`config.mk`:
```
export PLATFORM = sky130hd
export DESIGN_NAME = operand_loader
export DESIGN_NICKNAME = d
export VERILOG_FILES = /design/src/rtl/operand_loader.sv
export SDC_FILE = /design/constraint.sdc
export NUM_CORES = 1
export LEC_CHECK = 0
export ABC_AREA = 0
export BUFFER_PORTS_ARGS = -buffer_cell sky130_fd_sc_hd__buf_2
export CORE_MARGIN = 4
export CORE_UTILIZATION = 35
export DETAILED_ROUTE_END_ITERATION = 10
export GPL_TIMING_DRIVEN = 0
export PLACE_DENSITY = 0.61
export REMOVE_ABC_BUFFERS = 1
export SLEW_MARGIN = 20
export SYNTH_ARGS = -nofsm -noshare
export SYNTH_HDL_FRONTEND = slang
export SYNTH_SLANG_ARGS = --single-unit
```
`constraint.sdc`:
```
create_clock -name clk -period 5.33 [get_ports clk]
set_clock_uncertainty 0.15 [all_clocks]
set_input_delay 0.533 -clock clk [delete_from_list [all_inputs] [get_ports clk]]
set_output_delay 0.533 -clock clk [all_outputs]
set_load 0.05 [all_outputs]
```
`src/rtl/operand_loader.sv`:
```
// Serial operand loader: packs NUM_OPS nibbles into one word behind a double buffer.
// Optional partial-frame timeout is enabled by defining OPERAND_LOADER_TIMEOUT_EN.
module operand_loader #(
    parameter int OP_WIDTH       = 4,
    parameter int NUM_OPS        = 6,
    parameter int TIMEOUT_CYCLES = 16
) (
    input  logic                         clk,
    input  logic                         reset,
    input  logic [OP_WIDTH-1:0]          in_data,
    input  logic                         in_valid,
    output logic                         in_ready,
    output logic [OP_WIDTH*NUM_OPS-1:0]  out_data,
    output logic                         out_valid,
    input  logic                         out_ready,
    output logic [7:0]                   frame_count,
    output logic                         frame_err
);

    localparam int WORD_W = OP_WIDTH * NUM_OPS;
    localparam int CNT_W  = $clog2(NUM_OPS + 1);
    localparam logic [CNT_W-1:0] CNT_FULL = CNT_W'(NUM_OPS);

    if (OP_WIDTH < 1 || NUM_OPS < 1 || TIMEOUT_CYCLES < 2) begin : g_bad_params
        $error("operand_loader: illegal parameter values");
    end

    logic [CNT_W-1:0]  cnt_q, cnt_d;
    logic [WORD_W-1:0] staging_q, staging_d;
    logic [WORD_W-1:0] out_data_q, out_data_d;
    logic              out_valid_q, out_valid_d;
    logic [7:0]        frame_count_q, frame_count_d;
    logic              frame_err_q, frame_err_d;
    logic              accept;
    logic              transfer;

`ifdef OPERAND_LOADER_TIMEOUT_EN
    localparam int STALL_W = $clog2(TIMEOUT_CYCLES + 1);
    localparam logic [STALL_W-1:0] STALL_LAST = STALL_W'(TIMEOUT_CYCLES - 1);
    logic [STALL_W-1:0] stall_q, stall_d;
    logic               stalling;

    assign stalling = (cnt_q != '0) && (cnt_q < CNT_FULL) && !accept;
`endif

    // in_ready depends only on state so the upstream can never form a loop through it.
    assign in_ready = (cnt_q < CNT_FULL);
    assign accept   = in_valid && in_ready;
    assign transfer = (cnt_q == CNT_FULL) && (!out_valid_q || out_ready);

    always_comb begin
        // NOTE: every next-state signal gets its hold value first so no branch can infer a latch.
        cnt_d         = cnt_q;
        staging_d     = staging_q;
        out_data_d    = out_data_q;
        out_valid_d   = out_valid_q;
        frame_count_d = frame_count_q;
        frame_err_d   = 1'b0;

        // A transfer in the same cycle as a consume keeps out_valid high: no bubble.
        if (transfer) begin
            out_data_d    = staging_q;
            out_valid_d   = 1'b1;
            cnt_d         = '0;
            frame_count_d = frame_count_q + 8'd1;
        end else if (out_valid_q && out_ready) begin
            out_valid_d = 1'b0;
        end

        // accept and transfer are exclusive: one needs cnt<NUM_OPS, the other cnt==NUM_OPS.
        if (accept) begin
            staging_d[int'(cnt_q)*OP_WIDTH +: OP_WIDTH] = in_data;
            cnt_d = cnt_q + CNT_W'(1);
        end

`ifdef OPERAND_LOADER_TIMEOUT_EN
        stall_d = stall_q;
        if (!stalling) begin
            stall_d = '0;
        end else if (stall_q == STALL_LAST) begin
            stall_d     = '0;
            cnt_d       = '0;
            staging_d   = '0;
            frame_err_d = 1'b1;
        end else begin
            stall_d = stall_q + STALL_W'(1);
        end
`endif
    end

    always_ff @(posedge clk) begin
        // NOTE: non-blocking assignments so every register samples the pre-edge values.
        if (reset) begin
            cnt_q         <= '0;
            staging_q     <= '0;
            out_data_q    <= '0;
            out_valid_q   <= 1'b0;
            frame_count_q <= 8'd0;
            frame_err_q   <= 1'b0;
`ifdef OPERAND_LOADER_TIMEOUT_EN
            stall_q       <= '0;
`endif
        end else begin
            cnt_q         <= cnt_d;
            staging_q     <= staging_d;
            out_data_q    <= out_data_d;
            out_valid_q   <= out_valid_d;
            frame_count_q <= frame_count_d;
            frame_err_q   <= frame_err_d;
`ifdef OPERAND_LOADER_TIMEOUT_EN
            stall_q       <= stall_d;
`endif
        end
    end

    assign out_data    = out_data_q;
    assign out_valid   = out_valid_q;
    assign frame_count = frame_count_q;
    assign frame_err   = frame_err_q;

endmodule

```
==> summary.txt <==
Global route
  – Grt total ovfl: 0
  – Largest net degree at the start of global routing: 57
  – Total track usage: 13.9%
  – First-pass GRT wire length: 11000 µm
  – Vias in the first global route: 2366
  – Initial antenna violation count: 0

Placed design
  – Port bufs: 41
  – Dpl cell area: 3010 µm²
  – Placed cells: 442
  – Final GP Congestion: 0.784
  – Post-DP HPWL: 4180 µm

Hold path
  – Hold Crit Depth: 2
  – Worst Hold Path EP: staging_q[8]
  – Hold WC Path Type: reg2reg
  – Worst hold start: staging_q[8]

Yosys
  – Gate count after technology mapping: 330
  – Top FF cell, synth: dfxtp_1
  – Async set or reset register ratio after synthesis: 0%
  – Cell taking the most area after synthesis: dfxtp_1
  – Synth top area cells: dfxtp_1 (43%), a21oi_1 (8.0%), nand3_1 (6.3%), o21ai_0 (5.5%), mux2i_1 (3.9%)
  – Netlist Area Pre-Place: 2800 µm²
  – Syn. warnings: 0
  – Yosys top cell area share: 42.9%
  – Unique masters post-synth: 42
  – Mean Syn Cell Area: 8.48 µm²
  – Post-synth EDFFs: 0
  – Part of the Yosys area used for sequential elements: 42.9%
  – #FFs+latches synth: 60

Power and ir drop
  – Sw power: 230 µW
  – Tot Pwr: 976 µW
  – Pint: 746 µW
  – Clock group share of total power: 46.9%
  – Sw Ratio: 23.6%
  – LEAKAGE: 1.12 nW
  – Comb power frac: 6.3%
  – Pwr dens: 302 nW/µm²
  – Seq pwr share: 46.8%
  – Worst IR Drop VDD: 0.104 mV

Final layout
  – Most frequent cells in the layout: dfxtp_1 (60), a21oi_1 (45), buf_2 (41), nand3_1 (35), o21ai_0 (31)
  – Area Growth Syn to Fin: 15.4%
  – Layout cells sized above 1: 19.4%
  – Commonest non-fill, non-tap cell in the layout: dfxtp_1
  – Multi-input gate area: 1440 µm²
  – Cell area after layout: 3230 µm²
  – Seq. cell area: 1200 µm²
  – Final std cells w/o fill: 458
  – # diodes: 0
  – Nets: 365
  – Final Core Density: 41.6%
  – Fill cell count: 821

Critical path
  – Max FO, Critical Path: 18
  – Crit-path max cell delay: 0.69 ns
  – R2R Setup Slk: 2.54 ns
  – R2R Path Start: cnt_q[0]
  – Reg2Reg Depth: 5
  – Critical path cell sequence: inv_1 > ha_1 > nand3b_1 > or4_1 > a21oi_1
  – Top cell family by delay on the critical path: simple AND/OR/NAND/NOR gates
  – Critical path class: reg2reg
  – FF-to-FF End: staging_q[20]
  – CP required: 5.45 ns
  – Worst setup SP type: register
  – CP arrival: 2.90 ns
  – Crit path depth: 5
  – Worst path slowest cell: dfxtp_1
  – CP bufs+invs: 1
  – Crit end category: register

Clocking
  – Clk slew on worst S/H paths: 0.07 ns
  – CTS tree: built
  – Max clock buf depth: 2
  – Clk Tree Root Cell: clkbuf_8
  – Clk_lat worst skew: 0.35 ns
  – Post-CTS Setup Inserts: 0
  – CTS Sinks: 60
  – H-tree Lvls: 3
  – Cts repair resizes: 0
  – Total CTS buffers: 9
  – Hold Buf Count CTS: 0

Timing
  – Max Freq: 0.359 GHz
  – Tmin final: 2.79 ns
  – Crit share post-route: 52.3%
  – Final Hold Viols: 0
  – Final setup viols: 0
  – Total negative setup slack: 0 ns
  – Unrepaired setup endpoints after global routing: no
  – Relative slew slack: 31.4%
  – Final Slew Violations: 0
  – Worst slew pin tran: 1.03 ns

Route
  – Post-route ant nets: 0
  – Drt first pass iters: 5
  – Starting DRT DRC Count: 115
  – Routed wl met3: 323 µm
  – Post-Route WL: 6440 µm
  – Highest metal used: met4
  – Routed wire length per instance: 14.1 µm
  – Routed wl met2: 2890 µm
  – Drt drc: 0
  – Wl on met1: 3090 µm
  – Via density: 5.34
  – DR vias: 2446

Floorplanning
  – Rows: 32
  – # IOs: 43
  – Die Area: 9490 µm²
  – Die width: 97.4 µm
  – Area of the core: 7770 µm²
  – Starting Density: 36.0%
  – DIE HEIGHT: 97.4 µm

Status
  – Status: finished clean

Job
  – Max Cap Viol: 0
[sequential cells by signal, summed over array words and instances, names as in the netlist]
signal / cells
frame_count: 8
cnt_q: 3
out_data: 24
out_valid: 1
staging_q: 24
[power by group through the flow]
stage	Sequential [mW]	Combinational [mW]	Clock (mW)
finish	0.457	0.0619	0.458
detailed placement	0.467	0.0620	0
global placement	0.466	0.0600	0
CTS	0.456	0.0621	0.469
floorplan	0.465	0.0403	0
global route	0.457	0.0689	0.487
[worst max-delay path by stage]
| stage | startpoint | end | slack [ns] |
|---|---|---|---|
| 2_1_floorplan | out_valid | frame_count[5] | 2.83 |
| 3_3_place_gp | out_ready | frame_count[7] | 2.13 |
| 3_5_place_dp | cnt_q[0] | staging_q[20] | 2.53 |
| 4_1_cts | cnt_q[0] | staging_q[20] | 2.54 |
| 5_1_grt | cnt_q[0] | staging_q[20] | 2.30 |
| 6_report | cnt_q[0] | staging_q[20] | 2.54 |
[worst min-delay path, delay by kind of cell, from the launching register on]
| family | cells | cell delay, ns |
|---|---|---|
| mux | 1 | 0.05 |
| flops | 1 | 0.31 |
| simple gates | 1 | 0.05 |
[metal layers]
metal	GRT usage, %	up-vias
met3	4.09	11
li1	-	1229
met1	17.7	1158
met2	21.8	48
met5	0	-
met4	6.07	0
[cell usage after synthesis, types with 2 or more instances]
library cell,n
mux2i_1,11
inv_1,7
o221ai_1,3
clkbuf_1,20
o31ai_1,11
nand3_1,35
buf_2,6
or3_1,2
nor4_1,3
ha_1,6
nand4bb_1,2
nand2_1,26
nor3_2,2
nor2b_1,14
o21ai_0,31
mux2_2,3
nand4_1,5
nand4b_1,4
buf_1,3
or4_1,7
and2_1,2
a21oi_1,45
nor2_1,4
dfxtp_1,60
[metrics by stage]
step                hold WS [ns]  setup WS (ns)
finish                     0.313           2.54
global route               0.335           2.30
CTS                        0.321           2.54
detailed placement         0.306           2.53
global placement           0.300           2.13
floorplan                  0.284           2.83
[layout make-up]
type	count	share of cell area [%]
clock buffer	10	4.26
clock inverter	6	2.67
inverter	8	0.930
multi-input combinational	231	44.7
sequential	60	37.2
tap	102	3.95
timing repair buffer	41	6.35
[cell families (layout without fill, tap and decap cells)]
logic type      Yosys count  in the layout  synth area share (%)
simple gates            117            117                  24.8
compound gates           92             92                  18.1
flops                    60             60                  42.9
buf+inv                  39             65                  5.90
mux                      14             14                  5.14
fa+ha+maj                 6              6                  2.68
other cells               1              1                 0.134
xor+xnor                  1              1                 0.313
Note: power is estimated with default switching activity, not from simulation.
